## src/rtl/seq_divider.sv

```systemverilog
// seq_divider: sequential restoring divider producing one quotient bit per clock.
// Define SEQ_DIVIDER_SIGNED_EN to add a signed_mode input for two's complement operands.
module seq_divider #(
   parameter int WIDTH = 8
) (
   input  logic             clk,
   input  logic             rst,
   input  logic             start,
   input  logic [WIDTH-1:0] dividend,
   input  logic [WIDTH-1:0] divisor,
`ifdef SEQ_DIVIDER_SIGNED_EN
   input  logic             signed_mode,
`endif
   output logic             busy,
   output logic             done,
   output logic [WIDTH-1:0] quotient,
   output logic [WIDTH-1:0] remainder,
   output logic             div_by_zero
);
   localparam int CW = $clog2(WIDTH);
   localparam logic [1:0] IDLE = 2'd0, RUN = 2'd1, DONE = 2'd2;

   logic [1:0]       state, state_nx;
   logic [WIDTH-1:0] r, q, den, a_mag, b_mag, sub, r_nx, q_nx, q_fix, r_fix, dz_quot;
   logic [WIDTH:0]   r_sh;
   logic [CW-1:0]    cnt;
   logic             ge, a_neg, b_neg, neg_q, neg_r;

`ifdef SEQ_DIVIDER_SIGNED_EN
   assign a_neg = signed_mode & dividend[WIDTH-1];
   assign b_neg = signed_mode & divisor[WIDTH-1];
   always_ff @(posedge clk)
      if (rst) {neg_q, neg_r} <= 2'b00;
      else if (state == IDLE && start) {neg_q, neg_r} <= {a_neg ^ b_neg, a_neg};
`else
   assign a_neg = 1'b0;
   assign b_neg = 1'b0;
   assign neg_q = 1'b0;
   assign neg_r = 1'b0;
`endif

   assign a_mag   = a_neg ? -dividend : dividend;
   assign b_mag   = b_neg ? -divisor : divisor;
   // x/0 gives +1 for a negative signed dividend, all ones otherwise
   assign dz_quot = a_neg ? WIDTH'(1) : '1;

   // The remainder stays below the divisor, so only the shifted value needs the extra bit.
   assign r_sh  = {r, q[WIDTH-1]};
   assign ge    = r_sh >= {1'b0, den};
   assign sub   = r_sh[WIDTH-1:0] - den;
   assign r_nx  = ge ? sub : r_sh[WIDTH-1:0];
   assign q_nx  = {q[WIDTH-2:0], ge};
   assign q_fix = neg_q ? -q_nx : q_nx;
   assign r_fix = neg_r ? -r_nx : r_nx;

   always_ff @(posedge clk)
      if (rst) state <= IDLE;
      else state <= state_nx;

   always_comb
      state_nx = (state == IDLE) ? (start ? ((divisor == '0) ? DONE : RUN) : IDLE)
               : (state == RUN)  ? ((cnt == '0) ? DONE : RUN)
               : IDLE;

   always_comb begin
      busy = state != IDLE;
      done = state == DONE;
   end

   always_ff @(posedge clk)
      if (rst) begin
         r           <= '0;
         q           <= '0;
         den         <= '0;
         cnt         <= '0;
         quotient    <= '0;
         remainder   <= '0;
         div_by_zero <= 1'b0;
      end else if (state == IDLE && start) begin
         r   <= '0;
         q   <= a_mag;
         den <= b_mag;
         cnt <= CW'(WIDTH - 1);
         if (divisor == '0) begin
            quotient    <= dz_quot;
            remainder   <= dividend;
            div_by_zero <= 1'b1;
         end
      end else if (state == RUN) begin
         r   <= r_nx;
         q   <= q_nx;
         cnt <= cnt - CW'(1);
         if (cnt == '0) begin
            quotient    <= q_fix;
            remainder   <= r_fix;
            div_by_zero <= 1'b0;
         end
      end
endmodule

```

## config.mk

```make
export PLATFORM = sky130hd
export DESIGN_NAME = seq_divider
export DESIGN_NICKNAME = d
export VERILOG_FILES = /design/src/rtl/seq_divider.sv
export SDC_FILE = /design/constraint.sdc
export NUM_CORES = 1
export LEC_CHECK = 0
export CAP_MARGIN = 20
export CORE_MARGIN = 1.5
export CORE_UTILIZATION = 50
export DETAILED_ROUTE_END_ITERATION = 10
export GPL_ROUTABILITY_DRIVEN = 0
export MAX_ROUTING_LAYER = met4
export PLACE_DENSITY = 0.84
export SKIP_CTS_REPAIR_TIMING = 1
export SLEW_MARGIN = 20
export SYNTH_ARGS = -nofsm -noshare
export SYNTH_HDL_FRONTEND = slang
export SYNTH_SLANG_ARGS = --single-unit
```

## constraint.sdc

```tcl
create_clock -name clk -period 3.75 [get_ports clk]
set_input_delay 1.125 -clock clk [delete_from_list [all_inputs] [get_ports clk]]
set_output_delay 1.125 -clock clk [all_outputs]
set_load 0.01 [all_outputs]
```

-- Word level (Yosys, flattened, before mapping)
Cells that the tools add are included.
- flip-flop bits (word level): 46
- bits in latches: 0
- memory bits (writable): 0
- ROM bits: 0
- input bits: 19
- logic and storage cells: 45
- memories: 0
- $add $sub $neg: 2
- multipliers: 0
- divide/modulo/power cells: 0
- $lt $le $gt $ge: 1
- equal/unequal tests: 3
- shift operators: 0
- muxes and demuxes: 22
- bitwise operators: 0
- reductions and logical operators: 9
- operators with widths (operator ; count):
    8-bit 2-to-1 mux ; 11
    2-bit 2-to-1 mux ; 5
    9-bit by 8-bit greater-or-equal comparator with 1-bit output ; 1
    8-bit logical NOT ; 1
    8-bit subtractor ; 1
    3-bit 2-to-1 mux ; 2
    2-bit nonzero test ; 3
    1-bit 2-to-1 mux ; 4
    3-bit logical NOT ; 1
    3-bit AND reduction ; 1
    3-bit by 1-bit subtractor with 3-bit output (second input constant) ; 1
    2-bit by 1-bit equality test with 1-bit output (second input constant) ; 1
    2-bit equality test (second input constant) ; 1
    2-bit logical NOT ; 1
    2-bit inequality test (second input constant) ; 1
    2-bit OR reduction ; 1
    1-bit logical AND ; 1

-- Depth between registers and ports, before layout
Gate-level depths: netlist (run 1).
- depth after elaboration: 5
- gate-level depth with buffers: 9
- depth with buffers taken out: 8

-- Worst setup path after synthesis (run 1)
No wires, ideal clock.
- kind: input port to flip-flop
- from: input port divisor[0]
- to: register remainder[6]
- library setup time: 70 ps
- arrival time: 2218 ps
- data required time: 3680 ps
- slack: 1462 ps
- stages on the path: 6
- path buffers: 1
- cells stage by stage: nor4_1 > nand3_2 > nand2_1 > buf_4 > o221ai_1 > a21oi_1
- word-level cells in the longest chain between the ends: 3
- ends and longest elaborated chain (what ; RTL line ; text):
    start: declaration ; 10 ; input logic [WIDTH-1:0] divisor,
    8-bit logical NOT ; 84 ; if (divisor == '0) begin
    2-bit inequality test (no source line) ; n/a ;
    3-bit AND reduction (no source line) ; n/a ;
    end signal: assignment ; 86 ; remainder <= dividend;
    end signal: assignment ; 95 ; remainder <= r_fix;
    end: declaration ; 17 ; output logic [WIDTH-1:0] remainder,
Every way passes these cells.
A chain may end at the register's enable or synchronous reset.

-- Final worst setup path (run 1)
- from: input port divisor[3]
- to: register remainder[6]
The elaborated chain is that of the path after synthesis.

==> impl_metrics.tcl, run 1 <==
set metrics [dict create \
    status "finished with violations" \
    violations "DRC" \
    synthTopCellsByArea "dfxtp_1, a21oi_1, ha_1, nand2_1, o221a_2" \
    antenna_left 0 \
    fillCellCount 381 \
    worstMarginPinSlew_ns 0.707 \
    antenna_cells 0 \
    dr_total_vias 2187 \
    power.density_nw_per_um2 469 \
    finalPower_mw 1.34 \
    leakage_nw 1.14 \
    cts_tree "yes" \
    max_freq_mhz 339 \
    die_area_um2 5100 \
    yosys.area_share.simple_pct 17.9 \
    crit_required_ns 3.99 \
    io_buffers 37 \
    yosysWarnings 0 \
    antenna_found_initial 0 \
    ys_types 47 \
    crit_arrival_ns 3.19 \
    drive_above_1_share_pct 8.04 \
    vias_per_cell 6.02 \
    avgSynthCellArea_um2 8.48 \
    min_path_type "register to register" \
    path_class "input pin to register" \
    final_cell_mix "dfxtp_1, a21oi_1, clkdlybuf4s50_1" \
    timing.final.ws_setup_ns 0.797 \
    hold_violations 0 \
    slew_violations 0 \
    fp.dieH_um 71.4 \
    grt_max_degree 29 \
    worst_setup_path_start_kind "input pin" \
    grt_pass1_vias 2070 \
    drt-initial-drc-count 145 \
    synth_top_area_cell "dfxtp_1" \
    path_clk_slew_ns 0.09 \
    nNetsFinal 340 \
    core-area_um2 4440 \
    synth_area_um2 2340 \
    finalSetupViolCount 0 \
    p_int_mw 0.907 \
    route.detailed.drc 1 \
    firstDrtPassIters 7 \
    hpwl_um 4050 \
    p_seq_share_pct 41.6 \
    layout_commonest_cell "dfxtp_1" \
    synthMuxAreaShare_pct 2.99 \
    yosys.area_share.adder_pct 6.20 \
    p_sw_mw 0.434 \
    wl_per_cell_um 15.6 \
    dpl_worst_slack_ns 0.550 \
    layout_min_cycle_time_ns 2.95 \
    pwr-share-comb_pct 30.4 \
    min_period_over_period_pct 78.7 \
    track_usage_pct 23.9 \
    max_cap_violations 0 \
    ys_ff_latch 46 \
    place_area_um2 2750 \
    netlist.area_leader.share_pct 39.3 \
    clockPowerShare_pct 28.0 \
    synth_compound_area_share_pct 26.1 \
    vdd_drop_max_mv 0.339 \
    skew_ns 0.0110 \
    end_kind "register" \
    synth_seq_area_share_pct 39.3 \
    path_max_fanout 12 \
    clkLatencyLatePin_ns 0.31 \
    cts_root_buf "clkbuf_8" \
    rsz0062_at_grt "false" \
    die_w_um 71.4 \
    final_util_pct 64.3 \
    rows 24 \
    netlist_instances 276 \
    cts_inserted_buffers 5 \
    wl_um 5650 \
    start_util_pct 52.7 \
    clk_path_buf_depth 2 \
    swShare_pct 32.4 \
    synth-xor-area-share_pct 1.50 \
    maxSlewHeadroom_pct 52.7 \
    io_pins 38 \
    area.growth.synth_to_final_pct 22.1 \
    grt_overflow 0 \
    cts_sinks 46 \
    synth_top_family_by_area "compound AO/OA/AOI/OAI gates" \
    final_area_um2 2860 \
    syn_nets 306 \
    grt_pass1_wl_um 9490 \
    cts_max_level 2 \
    setup_tns_ns 0 \
]
[power groups by stage]
stage               sequential (mW)  clock (mW)  combinational, mW
CTS                           0.557       0.375              0.407
detailed placement            0.568           0              0.404
finish                        0.558       0.376              0.408
floorplan                     0.568           0              0.290
global placement              0.567           0              0.395
global route                  0.563       0.394              0.452
[routing by layer]
metal | GRT usage, % | part of all wire (%)
met1 | 32.0 | 47
met2 | 37.6 | 47
met3 | 3.80 | 5.3
met5 | - | 0
met4 | 7.05 | 1.5
[cell type report]
cell class / instances / area, um^2 / area share (%)
Clock buffer: 5 / 68.8 / 2.41
Clock inverter: 3 / 45.0 / 1.58
Inverter: 19 / 71.3 / 2.49
Multi-Input combinational cell: 196 / 1280 / 44.8
Sequential cell: 46 / 921 / 32.2
Tap cell: 52 / 65.1 / 2.28
Timing Repair Buffer: 42 / 408 / 14.3
[final timing paths]
check            endpoint  slack [ns]  cells after the start       start
min                den[6]        0.46                      2      den[6]
min reg2reg        den[6]        0.46                      2      den[6]
max          remainder[6]        0.80                      6  divisor[3]
max reg2reg  remainder[6]        1.46                      8        q[7]
[synthesized netlist by cell type (all sizes together)]
cell type,n
o311ai,1
nor2b,3
nor3b,3
a211oi,2
nor4,2
a41oi,1
dfxtp,46
o221a,8
nand2b,5
buf,5
nand4,6
o221ai,4
nand3,6
a311oi,2
a21o,1
ha,10
and2b,1
and3,5
mux2i,7
o21ai,10
o211ai,2
a22oi,9
fa,1
xnor2,2
xor2,2
or2,2
nand2,33
a2111o,2
a21oi,39
o21a,1
a211o,1
or3,2
nor2,13
clkbuf,10
a31oi,3
nor3,2
or2b,1
inv,19
o22ai,4
[critical path, cell delays in order]
cell	delay [ns]
clkdlybuf4s50_1	0.42
nor4_1	0.55
nand3_2	0.30
nand2_1	0.42
o221ai_1	0.21
a21oi_1	0.16
[kinds of logic (layout without fill, tap and decap cells)]
| kind of cell | after synthesis | after routing |
|---|---|---|
| fa+ha+maj | 11 | 11 |
| flops | 46 | 46 |
| mux | 7 | 7 |
| simple gates | 84 | 84 |
| buf+inv | 34 | 69 |
| xor+xnor | 4 | 4 |
| compound gates | 90 | 90 |
[flip-flops by register name, summed over array words and instances (netlist names)]
signal	count
remainder	8
div_by_zero	1
cnt	3
state	2
q	8
r	8
den	8
quotient	8
[stage by stage]
stage	hold WS (ns)	cells
after floorplan	0.436	276
after global placement	0.444	355
after detailed placement	0.454	355
after CTS	0.465	363
after global routing	0.498	363
final	0.464	363
Power figures use the tool's default switching activity.
==> inputs of run 2 (changes only) <==
--- a/config.mk
+++ b/config.mk
@@ -7,11 +7,11 @@
 export LEC_CHECK = 0
 export CAP_MARGIN = 20
 export CORE_MARGIN = 1.5
-export CORE_UTILIZATION = 50
+export CORE_UTILIZATION = 48
 export DETAILED_ROUTE_END_ITERATION = 10
 export GPL_ROUTABILITY_DRIVEN = 0
 export MAX_ROUTING_LAYER = met4
-export PLACE_DENSITY = 0.84
+export PLACE_DENSITY = 0.85
 export SKIP_CTS_REPAIR_TIMING = 1
 export SLEW_MARGIN = 20
 export SYNTH_ARGS = -nofsm -noshare
==> constraint.sdc (replaced) <==
create_clock -name clk -period 2.49 [get_ports clk]
set_input_delay 0.747 -clock clk [delete_from_list [all_inputs] [get_ports clk]]
set_output_delay 0.747 -clock clk [all_outputs]
set_load 0.01 [all_outputs]
==> run 2 against run 1 <==
Net effect:
- the run now ends clean
- largest cell class unchanged
- combinational power up 58%
- design area up 4.3%
- hold slack worse by 0.0055 ns
- clock skew down 0.0022 ns
- clock power up 82%
==> impl_metrics.tcl, run 2 (synthesis results as in run 1) <==
set metrics [dict create \
    dp_cells 380 \
    start_util_pct 49.6 \
    crit_chain "inv_1 > ha_1 > fa_1 > nand2b_1 > a2111o_1 > o311ai_0 > mux2i_1 > a21oi_1" \
    power.density_nw_per_um2 728 \
    finalNonFillerCells 388 \
    wl_per_cell_um 15.2 \
    max_cap_violations 0 \
    grt_max_degree 24 \
    grt_pass1_wl_um 9380 \
    nNetsFinal 350 \
    cp.buffers_inverters 1 \
    worstMarginPinSlew_ns 0.553 \
    slowest_delay_ns 0.40 \
    cts_root_buf "clkbuf_8" \
    cts_inserted_buffers 5 \
    p_int_mw 1.51 \
    crit_cells 8 \
    min_period_over_period_pct 90.4 \
    leakage_nw 1.21 \
    route.detailed.drc 0 \
    vdd_drop_max_mv 0.456 \
    grt_pass1_vias 2038 \
    whs_path_depth 2 \
    core-area_um2 4720 \
    swShare_pct 30.4 \
    path_class "register to register" \
    status "finished, final reports clean" \
    path_delay_family "compound AO/OA/AOI/OAI gates" \
    layout_commonest_cell "dfxtp_1" \
    min_path_type "register to register" \
    drt-initial-drc-count 240 \
    dr_total_vias 2260 \
    maxSlewHeadroom_pct 63.0 \
    wl_um 5900 \
    path_max_fanout 3 \
    io_pins 38 \
    hold_violations 0 \
    antenna_found_initial 0 \
    firstDrtPassIters 5 \
    area.growth.synth_to_final_pct 27.4 \
    cts_sinks 46 \
    r2r_cells 8 \
    clockPowerShare_pct 31.6 \
    fp.dieH_um 72.8 \
    die_area_um2 5300 \
    p_sw_mw 0.660 \
    max_freq_mhz 444 \
    final_area_um2 2980 \
    path_clk_slew_ns 0.09 \
    rsz0062_at_grt "false" \
    p_seq_share_pct 38.7 \
    drive_above_1_share_pct 10.9 \
    layout_min_cycle_time_ns 2.25 \
    setup_tns_ns 0 \
    skew_ns 0.00884 \
    grt_overflow 0 \
    slowest_stage "fa_1" \
    cts_tree "yes" \
    clkLatencyLatePin_ns 0.31 \
    die_w_um 72.8 \
    cts_max_level 2 \
    hpwl_um 4370 \
    crit_arrival_ns 2.48 \
    clk_path_buf_depth 2 \
    worst_setup_path_start_kind "register" \
    crit_required_ns 2.72 \
    track_usage_pct 23.5 \
    antenna_left 0 \
    place_area_um2 2840 \
    pwr-share-comb_pct 29.7 \
    finalSetupViolCount 0 \
    rows 25 \
    io_buffers 37 \
    antenna_cells 0 \
    final_cell_mix "dfxtp_1, a21oi_1, clkdlybuf4s50_1" \
    end_kind "register" \
    slew_violations 0 \
    vias_per_cell 5.82 \
]
[run 2: cell count changes in the layout (fill, tap and decap cells not counted), sizes merged]
cell / previous run / this run
buf: 5 / 15
bufinv: 1 / 2
clkbuf: 5 / 6
clkinvlp: 2 / 0
[run 2: worst reg2reg max path: cells and delay by family, from the launching register on]
kind	cells	cell delay, ns
AOI/OAI and AO/OA	3	0.73
adders and majority gates	2	0.63
buffers and inverters	1	0.05
DFF	1	0.35
muxes	1	0.21
and+or+nand+nor	1	0.21
[run 2: final timing paths]
path	slack, ns	endpoint	start
hold reg to reg	0.46	den[5]	den[5]
hold / removal	0.46	den[5]	den[5]
setup / recovery	0.24	remainder[6]	q[7]
setup reg to reg	0.24	remainder[6]	q[7]
[run 2: power groups by stage]
stage	clock network, mW	registers [mW]	logic (mW)
6_report	0.685	0.840	0.645
5_1_grt	0.718	0.846	0.702
4_1_cts	0.684	0.839	0.638
3_5_place_dp	0	0.856	0.633
3_3_place_gp	0	0.854	0.611
2_1_floorplan	0	0.856	0.436
[run 2: area by class of cell]
class	instances	area [um^2]
multi-input cells	196	1280
flip-flops and latches	46	921
inverters	19	71.3
clock inverters	2	60.1
repair buffers	52	483
fillers	400	1740
well taps	67	83.8
clock buffers	6	82.6
[run 2: metrics by stage]
| stage | hold slack (ns) | setup slack (ns) | util (%) | total power, mW |
|---|---|---|---|---|
| 3_3_place_gp | 0.445 | 0.0516 | 60.1 | 1.46 |
| 6_report | 0.458 | 0.240 | 63.1 | 2.17 |
| 3_5_place_dp | 0.448 | 0.0123 | 60.1 | 1.49 |
| 4_1_cts | 0.458 | 0.264 | 63.1 | 2.16 |
| 2_1_floorplan | 0.436 | 0.548 | - | 1.29 |
| 5_1_grt | 0.475 | 0.0614 | 63.1 | 2.27 |
[run 2: per-layer routing]
layer	part of all wire, %	up-vias	track usage (%)
met5	0	-	-
met2	48	93	37.1
met3	5.4	11	4.42
met4	1.9	0	9.22
met1	45	1062	29.8
li1	-	1094	-
==> inputs of run 3 (changes only) <==
--- a/config.mk
+++ b/config.mk
@@ -6,8 +6,10 @@
 export NUM_CORES = 1
 export LEC_CHECK = 0
 export CAP_MARGIN = 20
+export CELL_PAD_IN_SITES_DETAIL_PLACEMENT = 0
+export CELL_PAD_IN_SITES_GLOBAL_PLACEMENT = 1
 export CORE_MARGIN = 1.5
-export CORE_UTILIZATION = 48
+export CORE_UTILIZATION = 36
 export DETAILED_ROUTE_END_ITERATION = 10
 export GPL_ROUTABILITY_DRIVEN = 0
 export MAX_ROUTING_LAYER = met4
@@ -17,3 +19,4 @@
 export SYNTH_ARGS = -nofsm -noshare
 export SYNTH_HDL_FRONTEND = slang
 export SYNTH_SLANG_ARGS = --single-unit
+export TNS_END_PERCENT = 30
==> run 3 against run 2 <==
Net effect:
- power decreased by 0.60%
- combinational power decreased by 1%
- setup slack improved by 0.0088 ns
- sequential cell count did not move
- sequential power barely moved
- register-to-register slack improved by 0.03 ns
- clock power about the same
- maximum frequency is 0.39% higher
- design area grew 0.92%
- sequential share of layout area down 0.28 points
- largest cell class unchanged
- die area increased by 32%
- via count is 3.2% lower
==> impl_metrics.tcl, run 3 (synthesis results as in run 1) <==
set metrics [dict create \
    max_cap_violations 0 \
    grt_use_met1_pct 24.7 \
    max_freq_mhz 446 \
    cts_root_buf "clkbuf_8" \
    cts_inserted_buffers 5 \
    r2r_cells 7 \
    worstHoldStart "den[7]" \
    worstMarginPinSlew_ns 0.552 \
    power.density_nw_per_um2 717 \
    use_met3_pct 2.87 \
    skew_ns 0.00503 \
    firstDrtPassIters 4 \
    path_class "input pin to register" \
    crit_required_ns 2.72 \
    cp_common_cell "buf_4" \
    grt_overflow 0 \
    dr_total_vias 2187 \
    hpwl_um 4280 \
    die_area_um2 7000 \
    path_max_fanout 7 \
    rsz0062_at_grt "false" \
    finalSetupViolCount 0 \
    slew_violations 0 \
    drt-initial-drc-count 141 \
    track_usage_pct 17.0 \
    cts_sinks 46 \
    fillCellCount 618 \
    clk_path_buf_depth 2 \
    grt_pass1_wl_um 9540 \
    route.detailed.drc 0 \
    antenna_left 0 \
    drive_above_1_share_pct 11.5 \
    cts_max_level 2 \
    final_cell_mix "dfxtp_1, a21oi_1, clkdlybuf4s50_1" \
    whs_path_depth 2 \
    io_buffers 37 \
    crit_chain "clkdlybuf4s50_1 > nor4_1 > buf_4 > nand3_2 > nand2_1 > buf_4 > o221ai_1 > a31oi_1" \
    busiest_layer "met2" \
    cp.buffers_inverters 3 \
    grt_max_degree 17 \
    crit_cells 8 \
    finalPower_mw 2.16 \
    layout_commonest_cell "dfxtp_1" \
    layout_min_cycle_time_ns 2.24 \
    wl_um 5680 \
    antenna_found_initial 0 \
    fp.dieH_um 83.6 \
    end_kind "register" \
    antenna_cells 0 \
    r2r_start "den[5]" \
    nNetsFinal 352 \
    io_pins 38 \
    status "finished, final reports clean" \
    worst_setup_path_start_kind "input pin" \
    vias_per_cell 5.47 \
    path_clk_slew_ns 0.08 \
    clkLatencyLatePin_ns 0.30 \
    vdd_drop_max_mv 0.348 \
    cts_tree "yes" \
    grt_pass1_vias 1947 \
    maxSlewHeadroom_pct 63.2 \
    start_util_pct 37.1 \
    slowest_delay_ns 0.43 \
    path_delay_family "buffers and inverters" \
    crit_arrival_ns 2.47 \
    r2r_slack_ns 0.27 \
    min_period_over_period_pct 90.0 \
    core-area_um2 6310 \
    use_met2_pct 24.8 \
    whs_endpoint "den[7]" \
    die_w_um 83.6 \
    slowest_stage "clkdlybuf4s50_1" \
    wl_per_cell_um 14.2 \
    rows 29 \
    min_path_type "register to register" \
    hold_ws_ns 0.460 \
    leakage_nw 1.22 \
    area.growth.synth_to_final_pct 28.5 \
    r2r-end "remainder[5]" \
    hold_violations 0 \
]
==> run 3: worst max-delay path by stage <==
stage	from	end	slack (ns)
3_5_place_dp	divisor[3]	remainder[7]	-0.06
2_1_floorplan	q[7]	remainder[6]	0.55
5_1_grt	den[6]	remainder[5]	0.12
4_1_cts	divisor[3]	remainder[7]	0.24
3_3_place_gp	divisor[3]	remainder[7]	-0.007
6_report	divisor[3]	remainder[7]	0.25
==> run 3: power breakdown <==
part           internal (mW)  switching, mW  leakage, nW
Sequential             0.797         0.0405        0.376
Combinational          0.288          0.347        0.769
Clock                  0.428          0.256       0.0714
Total                   1.51          0.644         1.22
==> run 3: layout make-up <==
| cell class | count | area, um^2 | share of cell area (%) |
|---|---|---|---|
| multi-input combinational | 196 | 1280 | 42.5 |
| sequential | 46 | 921 | 30.6 |
| timing repair buffer | 54 | 498 | 16.5 |
| tap | 77 | 96.3 | 3.20 |
| clock buffer | 6 | 82.6 | 2.74 |
| inverter | 19 | 71.3 | 2.37 |
| clock inverter | 2 | 60.1 | 2.00 |
==> run 3: routing by layer <==
metal | up-vias | wire length, um
met5 | - | 0
li1 | 1093 | -
met1 | 1034 | 2820
met2 | 56 | 2560
met3 | 4 | 257
met4 | 0 | 42
==> run 3: metrics by stage <==
step	TNS [ns]	utilization (%)	worst slack (ns)	instance area [um^2]	cells
after CTS	0	47.7	0.245	3010	400
after floorplan	0	-	0.548	2340	276
after detailed placement	-0.117	45.4	-0.0649	2870	392
after global placement	-0.00743	45.4	-0.00743	2870	392
after global routing	0	47.7	0.118	3010	400
final	0	47.7	0.249	3010	400
==> run 3: worst reg2reg max path, cell delays in order, from the launching register on <==
cell      delay [ns]
dfxtp_1         0.34
inv_1           0.06
ha_1            0.41
nand4_1         0.15
or2_4           0.27
o221ai_4        0.40
mux2i_1         0.37
a21oi_1         0.11
